`config.mk`:
```
export PLATFORM = sky130hd
export DESIGN_NAME = ifetch_unit
export DESIGN_NICKNAME = d
export VERILOG_FILES = /design/src/rtl/ifetch_pkg.sv /design/src/rtl/ifetch_unit_prog_mem.sv /design/src/rtl/ifetch_unit.sv
export SDC_FILE = /design/constraint.sdc
export NUM_CORES = 2
export LEC_CHECK = 0
export BUFFER_PORTS_ARGS = -buffer_cell sky130_fd_sc_hd__buf_2
export CAP_MARGIN = 15
export CORE_MARGIN = 3
export CORE_UTILIZATION = 59
export CTS_BUF_LIST = sky130_fd_sc_hd__clkbuf_4
export CTS_CLUSTER_SIZE = 12
export DETAILED_ROUTE_END_ITERATION = 8
export PLACE_DENSITY_LB_ADDON = 0.25
export SETUP_SLACK_MARGIN = 0.2
export SYNTH_ARGS = -nofsm -noshare
export SYNTH_HDL_FRONTEND = slang
export SYNTH_SLANG_ARGS = --single-unit
```
`constraint.sdc`:
```
create_clock -name clk -period 3.1 [get_ports clk]
set_input_delay 0 -clock clk [delete_from_list [all_inputs] [get_ports clk]]
set_output_delay 0 -clock clk [all_outputs]
set_load 0.02 [all_outputs]
```
`src/rtl/ifetch_pkg.sv`:
```
// Shared types and constants for the instruction-fetch stage.
package ifetch_pkg;

  localparam int INSN_W = 16;
  localparam logic [INSN_W-1:0] BUBBLE_DEF    = 16'hF800;
  localparam logic [INSN_W-1:0] HALT_WORD_DEF = 16'hFFFF;

  typedef enum logic [1:0] {
    IDLE = 2'd0,
    RUN  = 2'd1,
    HALT = 2'd2
  } state_e;

endpackage

```
`src/rtl/ifetch_unit_prog_mem.sv`:
```
// Program store: single synchronous write port, asynchronous read, no reset on storage.
module prog_mem
  import ifetch_pkg::*;
#(
  parameter int DEPTH = 256,
  parameter int AW    = 8
) (
  input  logic              clk,
  input  logic              we,
  input  logic [AW-1:0]     waddr,
  input  logic [INSN_W-1:0] wdata,
  input  logic [AW-1:0]     raddr,
  output logic [INSN_W-1:0] rdata
);

  logic [INSN_W-1:0] mem_q [DEPTH];

  always_ff @(posedge clk) begin
    if (we) begin
      mem_q[waddr] <= wdata;
    end
  end

  assign rdata = mem_q[raddr];

endmodule

```
`src/rtl/ifetch_unit.sv`:
```
// Instruction supply stage: loadable program store, run/halt gating and bubble insertion.
// Optional macro FETCH_CNT_EN adds the fetch_cnt output counting new-PC fetches.
module ifetch_unit
  import ifetch_pkg::*;
#(
  parameter int              DEPTH     = 256,
  parameter int              AW        = 8,
  parameter logic [15:0]     BUBBLE    = BUBBLE_DEF,
  parameter logic [15:0]     HALT_WORD = HALT_WORD_DEF
) (
  input  logic        clk,
  input  logic        reset,
  input  logic        prog_clr,
  input  logic        prog_we,
  input  logic [15:0] prog_data,
  input  logic        start,
  input  logic [15:0] addr,
  output logic [15:0] ins,
  output logic        running,
  output logic        halted,
`ifdef FETCH_CNT_EN
  output logic [15:0] fetch_cnt,
`endif
  output logic [AW:0] prog_len
);

  localparam logic [AW:0] FULL_LEN = (AW + 1)'(DEPTH);

  state_e      state_q, state_d;
  logic [AW:0] len_q, len_d;
  logic        running_q, running_d;
  logic        halted_q, halted_d;

  logic [15:0] mem_word;
  logic        in_range;
  logic        is_halt_word;
  logic        word_ok;
  logic        fetch_en;
  logic        wr_en;

  // Load pointer and length always advance together, so len_q doubles as the pointer.
  prog_mem #(
    .DEPTH (DEPTH),
    .AW    (AW)
  ) u_prog_mem (
    .clk   (clk),
    .we    (wr_en),
    .waddr (len_q[AW-1:0]),
    .wdata (prog_data),
    .raddr (addr[AW-1:0]),
    .rdata (mem_word)
  );

  // Widened compare so any set address bit above AW lands out of range.
  assign in_range     = {1'b0, addr} < 17'(len_q);
  assign is_halt_word = (mem_word == HALT_WORD);
  assign word_ok      = in_range && !is_halt_word;
  assign fetch_en     = (state_q == RUN) && word_ok;

  assign wr_en = reset && (state_q != RUN) && !prog_clr && prog_we && (len_q != FULL_LEN);

  always_comb begin
    state_d = state_q;
    len_d   = len_q;
    case (state_q)
      RUN: begin
        if (!word_ok) begin
          state_d = HALT;
        end
      end
      IDLE, HALT: begin
        if (prog_clr) begin
          len_d   = '0;
          state_d = IDLE;
        end else begin
          if (wr_en) begin
            len_d = len_q + 1'b1;
          end
          if (start && (len_q != '0)) begin
            state_d = RUN;
          end
        end
      end
      default: state_d = IDLE;
    endcase
    running_d = (state_d == RUN);
    halted_d  = (state_d == HALT);
  end

  always_ff @(posedge clk) begin
    if (!reset) begin
      state_q   <= IDLE;
      len_q     <= '0;
      running_q <= 1'b0;
      halted_q  <= 1'b0;
    end else begin
      state_q   <= state_d;
      len_q     <= len_d;
      running_q <= running_d;
      halted_q  <= halted_d;
    end
  end

  assign ins      = (reset && fetch_en) ? mem_word : BUBBLE;
  assign running  = running_q;
  assign halted   = halted_q;
  assign prog_len = len_q;

`ifdef FETCH_CNT_EN
  logic [15:0] cnt_q, cnt_d;
  logic [15:0] prev_addr_q;
  logic        prev_vld_q, prev_vld_d;

  // The first RUN cycle has no previous PC, so its fetch always counts as new.
  always_comb begin
    cnt_d      = cnt_q;
    prev_vld_d = (state_q == RUN);
    if ((state_q != RUN) && (state_d == RUN)) begin
      cnt_d = '0;
    end else if (fetch_en && (!prev_vld_q || (addr != prev_addr_q)) && (cnt_q != 16'hFFFF)) begin
      cnt_d = cnt_q + 16'd1;
    end
  end

  always_ff @(posedge clk) begin
    if (!reset) begin
      cnt_q       <= '0;
      prev_addr_q <= '0;
      prev_vld_q  <= 1'b0;
    end else begin
      cnt_q       <= cnt_d;
      prev_addr_q <= addr;
      prev_vld_q  <= prev_vld_d;
    end
  end

  assign fetch_cnt = cnt_q;
`endif

endmodule
```
==> impl_metrics.csv <==
group,metric,value,unit
run_status,status,"finished, violations left",
run_status,failed_checks,"setup timing",
route,routed_via_density,6.643,
route,vias,89698,
pwr,powerDensity,585.9,nW/µm²
finish,final_cell_area,188300,µm²
clock_tree,cts_num_sinks,4109,
sta,worst_slew_pin_slew,1.280,ns
route,drc,0,
pwr,p_sw,25500,µW
grt,grt_max_degree,125,
clock_tree,insertion_delay,1.54,ns
hold_path,worstHoldPathType,"in -> reg",
floorplanning,dieArea,276600,µm²
critical_path,critical_path_required,3.10,ns
clock_tree,cts_max_level,6,
grt,grt_pass1_wl,662800,µm
synthesis,synth-simple-area-share,2.260,%
sta,timing.hold.ws,0.1157,ns
finish,finalNetCount,9254,
floorplanning,core,268400,µm²
pwr,switching_share,23.11,%
critical_path,critPathArrivalTime,5.32,ns
critical_path,cp_max_fo,6,
sta,tns,-36.47,ns
synthesis,syn-mean-instance-area,21.92,µm²
finish,layout-drive-gt1-share,39.99,%
floorplanning,core.rowCount,190,
finish,syn_to_final_growth,18.06,%
synthesis,syn_inst,7278,
pwr,seqPwrFrac,55.3,%
synthesis,synth_top_family_by_area,"multiplexers",
floorplanning,fp.dieH,526.0,µm
route,drt-initial-drc-count,14102,
synthesis,synth_flop_cell,"edfxtp_1",
synthesis,synthAdderAreaFrac,0.09413,%
placed_design,port_buffers,63,
floorplanning,die_w,526.0,µm
synthesis,synth_xor_xnor_area_share,0.03294,%
critical_path,cpMostUsedCell,"buf_4",
synthesis,synthMuxAreaShare,15.48,%
critical_path,path_buf_inv,4,
route,routed_wl,475200,µm
sta,finalCritPeriodShare,171.5,%
synthesis,synth_top_cell_area_share,77.11,%
sta,max_slew_margin,14.33,%
pwr,p_int,84840,µW
sta,finalClockSkew,0.1494,ns
clock_tree,cts_buffer_depth,4,
critical_path,path_delay_family,"simple AND/OR/NAND/NOR gates",
pwr,peakVddDrop,0.4833,mV
route,firstDrtPassIters,5,
floorplanning,initial_utilization,59.43,%
sta,fin_ws,-2.216,ns
synthesis,yosys_warnings,0,
clock_tree,cts_tree,"done",
synthesis,yosys.area.top_type,"edfxtp_1",
synthesis,synth.yosys.seq_area_share,77.27,%
grt,track_usage,34.33,%
sta,max_freq,0.1881,GHz
synthesis,synth_edf_count,4096,
grt,antenna_found_initial,40,
synthesis,synth.area.top_cells,"edfxtp_1 (77%), mux4_2 (13%), mux2i_1 (2.3%)",
sta,final-hold-violation-count,0,
sta,rsz0062_at_grt,"yes",
sta,fin_crit,5.316,ns
sta,setup_viol,20,
grt,grt_overflow_total,0,
route,wire_per_inst,35.19,µm
critical_path,startpoint_type,"flop",
pwr,clkPwrFrac,38.3,%
pwr,power_leakage,0.06264,µW
critical_path,crit_chain,"mux2i_1, a22oi_1, buf_4, a21oi_2, a2111o_1, o22ai_4, nand4_1, buf_4, mux2_4, nor4_4, buf_4, and4_4, nor3_1, buf_2",
run,cap_violations,0,
placed_design,pre_cts_slack,-1.604,ns
placed_design,hpwlAfterDp,298800,µm
synthesis,ys_types,85,
synthesis,ys_async_sr_fraction,0,%
finish,nFillCells,15924,
synthesis,syn_nets,7327,
critical_path,crit_slowest_cell,"nand4_1",
synthesis,ys_ff_latch,4109,
synthesis,netlist_area,159500,µm²
pwr,pwr-share-comb,6.3,%
critical_path,critPathKind,"reg -> out",
route,drtAntennaViolNets,0,
synthesis,synth_compound_area_share,2.774,%
critical_path,cp_slowest_stage_delay,0.62,ns
floorplanning,num_io_pins,64,
placed_design,placed_area,174400,µm²
clock_tree,root_buffer,"clkbuf_4",
clock_tree,path_clk_slew,0.07,ns
placed_design,gp_congestion,0.9421,
grt,grt_pass1_vias,88989,
critical_path,end_kind,"primary output",
clock_tree,cts_buffers,957,
sta,drv_slew,0,
==> repair_timing <==
item                                   4_1_cts  5_1_grt
setup endpoints to repair                  540      898
buffers inserted                            24        3
gates cloned                                 1        1
endpoints found under the hold margin     6778        0
pin swaps                                   40       14
hold buffers                                74        0
gates resized for setup                    130       33
==> metrics by stage <==
| step | cells | power (µW) | util [%] |
|---|---|---|---|
| 2_1_floorplan | 7278 | 65270 | - |
| 5_1_grt | 13478 | 113800 | 70.14 |
| 3_5_place_dp | 11694 | 68790 | 64.97 |
| 4_1_cts | 13467 | 110600 | 70.07 |
| 6_report | 13503 | 110300 | 70.16 |
| 3_3_place_gp | 11694 | 68680 | 64.97 |
==> synthesized netlist by cell type, types with 9 or more instances <==
master / n
a211oi_1: 30
a21oi_1: 60
a221oi_1: 52
a22o_1: 27
a22oi_1: 195
a31oi_1: 15
and2_1: 22
and3_1: 17
buf_1: 14
buf_12: 25
buf_2: 64
buf_4: 102
buf_6: 76
buf_8: 23
clkbuf_1: 110
dfxtp_1: 13
edfxtp_1: 4096
ha_1: 12
inv_1: 13
mux2_2: 50
mux2i_1: 365
mux4_2: 908
nand2_1: 165
nand2b_1: 17
nand3_1: 75
nand4_1: 18
nor2_1: 329
nor2b_1: 28
nor3_1: 56
nor4_1: 12
o2111ai_1: 9
o211ai_1: 25
o21ai_0: 36
o21ai_1: 10
o221ai_1: 15
o22ai_1: 69
or4_1: 10
==> worst paths after layout <==
check / startpoint / to / slack (ns) / cells after the start
worst min register to register: prog_len[0] / prog_len[3] / 0.61 / 3
worst max register to register: u_prog_mem.mem_q[158][12] / halted / -1.71 / 28
worst min-delay path: prog_data[8] / u_prog_mem.mem_q[228][8] / 0.12 / 4
worst max-delay path: u_prog_mem.mem_q[158][12] / ins[0] / -2.22 / 14
==> layout make-up <==
class / instances / area [µm²] / area share [%]
clock buffers: 1359 / 10200 / 5.418
well taps: 3552 / 4444 / 2.360
flip-flops and latches: 4109 / 123300 / 65.46
clock inverters: 315 / 1708 / 0.9069
repair buffers: 1383 / 14570 / 7.739
diodes: 31 / 77.57 / 0.04119
inverters: 16 / 65.06 / 0.03455
multi-input cells: 2738 / 33980 / 18.05
==> cell families after synthesis <==
logic type	count (synthesis)
multiplexers	1325
AND/OR/NAND/NOR	784
buffers and inverters	432
XOR/XNOR	6
adder cells (fa/ha/maj)	12
flip-flops	4109
AO/OA/AOI/OAI	610
==> worst min-delay path: stages <==
cell           delay (ns)
dlygate4sd3_1        0.52
dlygate4sd3_1        0.56
clkbuf_8             0.14
buf_12               0.20
==> power groups by stage <==
stage | Clock [µW] | Sequential (µW) | Combinational (µW)
after floorplan | 0 | 62300 | 2980
after global placement | 0 | 62300 | 6410
after detailed placement | 0 | 62300 | 6520
after CTS | 42700 | 61000 | 6840
after global routing | 45600 | 61000 | 7160
final | 42300 | 61000 | 7010
==> state kept, by name, summed over array words and instances, names as in the netlist <==
register          count
halted                1
prog_len              9
running               1
state_q               2
u_prog_mem.mem_q   4096
==> cells in the final DEF, fill, tap and decap left out, drive strengths merged, types with 17 or more instances in the layout <==
cell | netlist | final
and2 | 23 | 23
nand2 | 165 | 165
mux2i | 365 | 365
a21oi | 60 | 60
nor2b | 28 | 28
edfxtp | 4096 | 4096
mux4 | 908 | 908
and3 | 17 | 17
a211oi | 30 | 30
a22oi | 195 | 195
o211ai | 25 | 25
a221oi | 52 | 52
mux2 | 52 | 52
o22ai | 70 | 70
diode | 0 | 31
dlygate4sd3 | 0 | 58
nor2 | 331 | 331
nand2b | 17 | 17
clkbuf | 112 | 1376
clkinv | 1 | 279
inv | 15 | 40
buf | 304 | 1308
nor3 | 57 | 57
o21ai | 47 | 47
a22o | 27 | 27
nand3 | 75 | 75
nand4 | 18 | 18
==> metal layers <==
metal	share of wire [%]	vias up	global-route usage, %
li1	-	35325	-
met1	33	45872	44.93
met2	47	7210	52.13
met3	13	1269	9.890
met4	6.4	22	19.96
met5	0.029	-	0
Power figures use the tool's default switching activity.
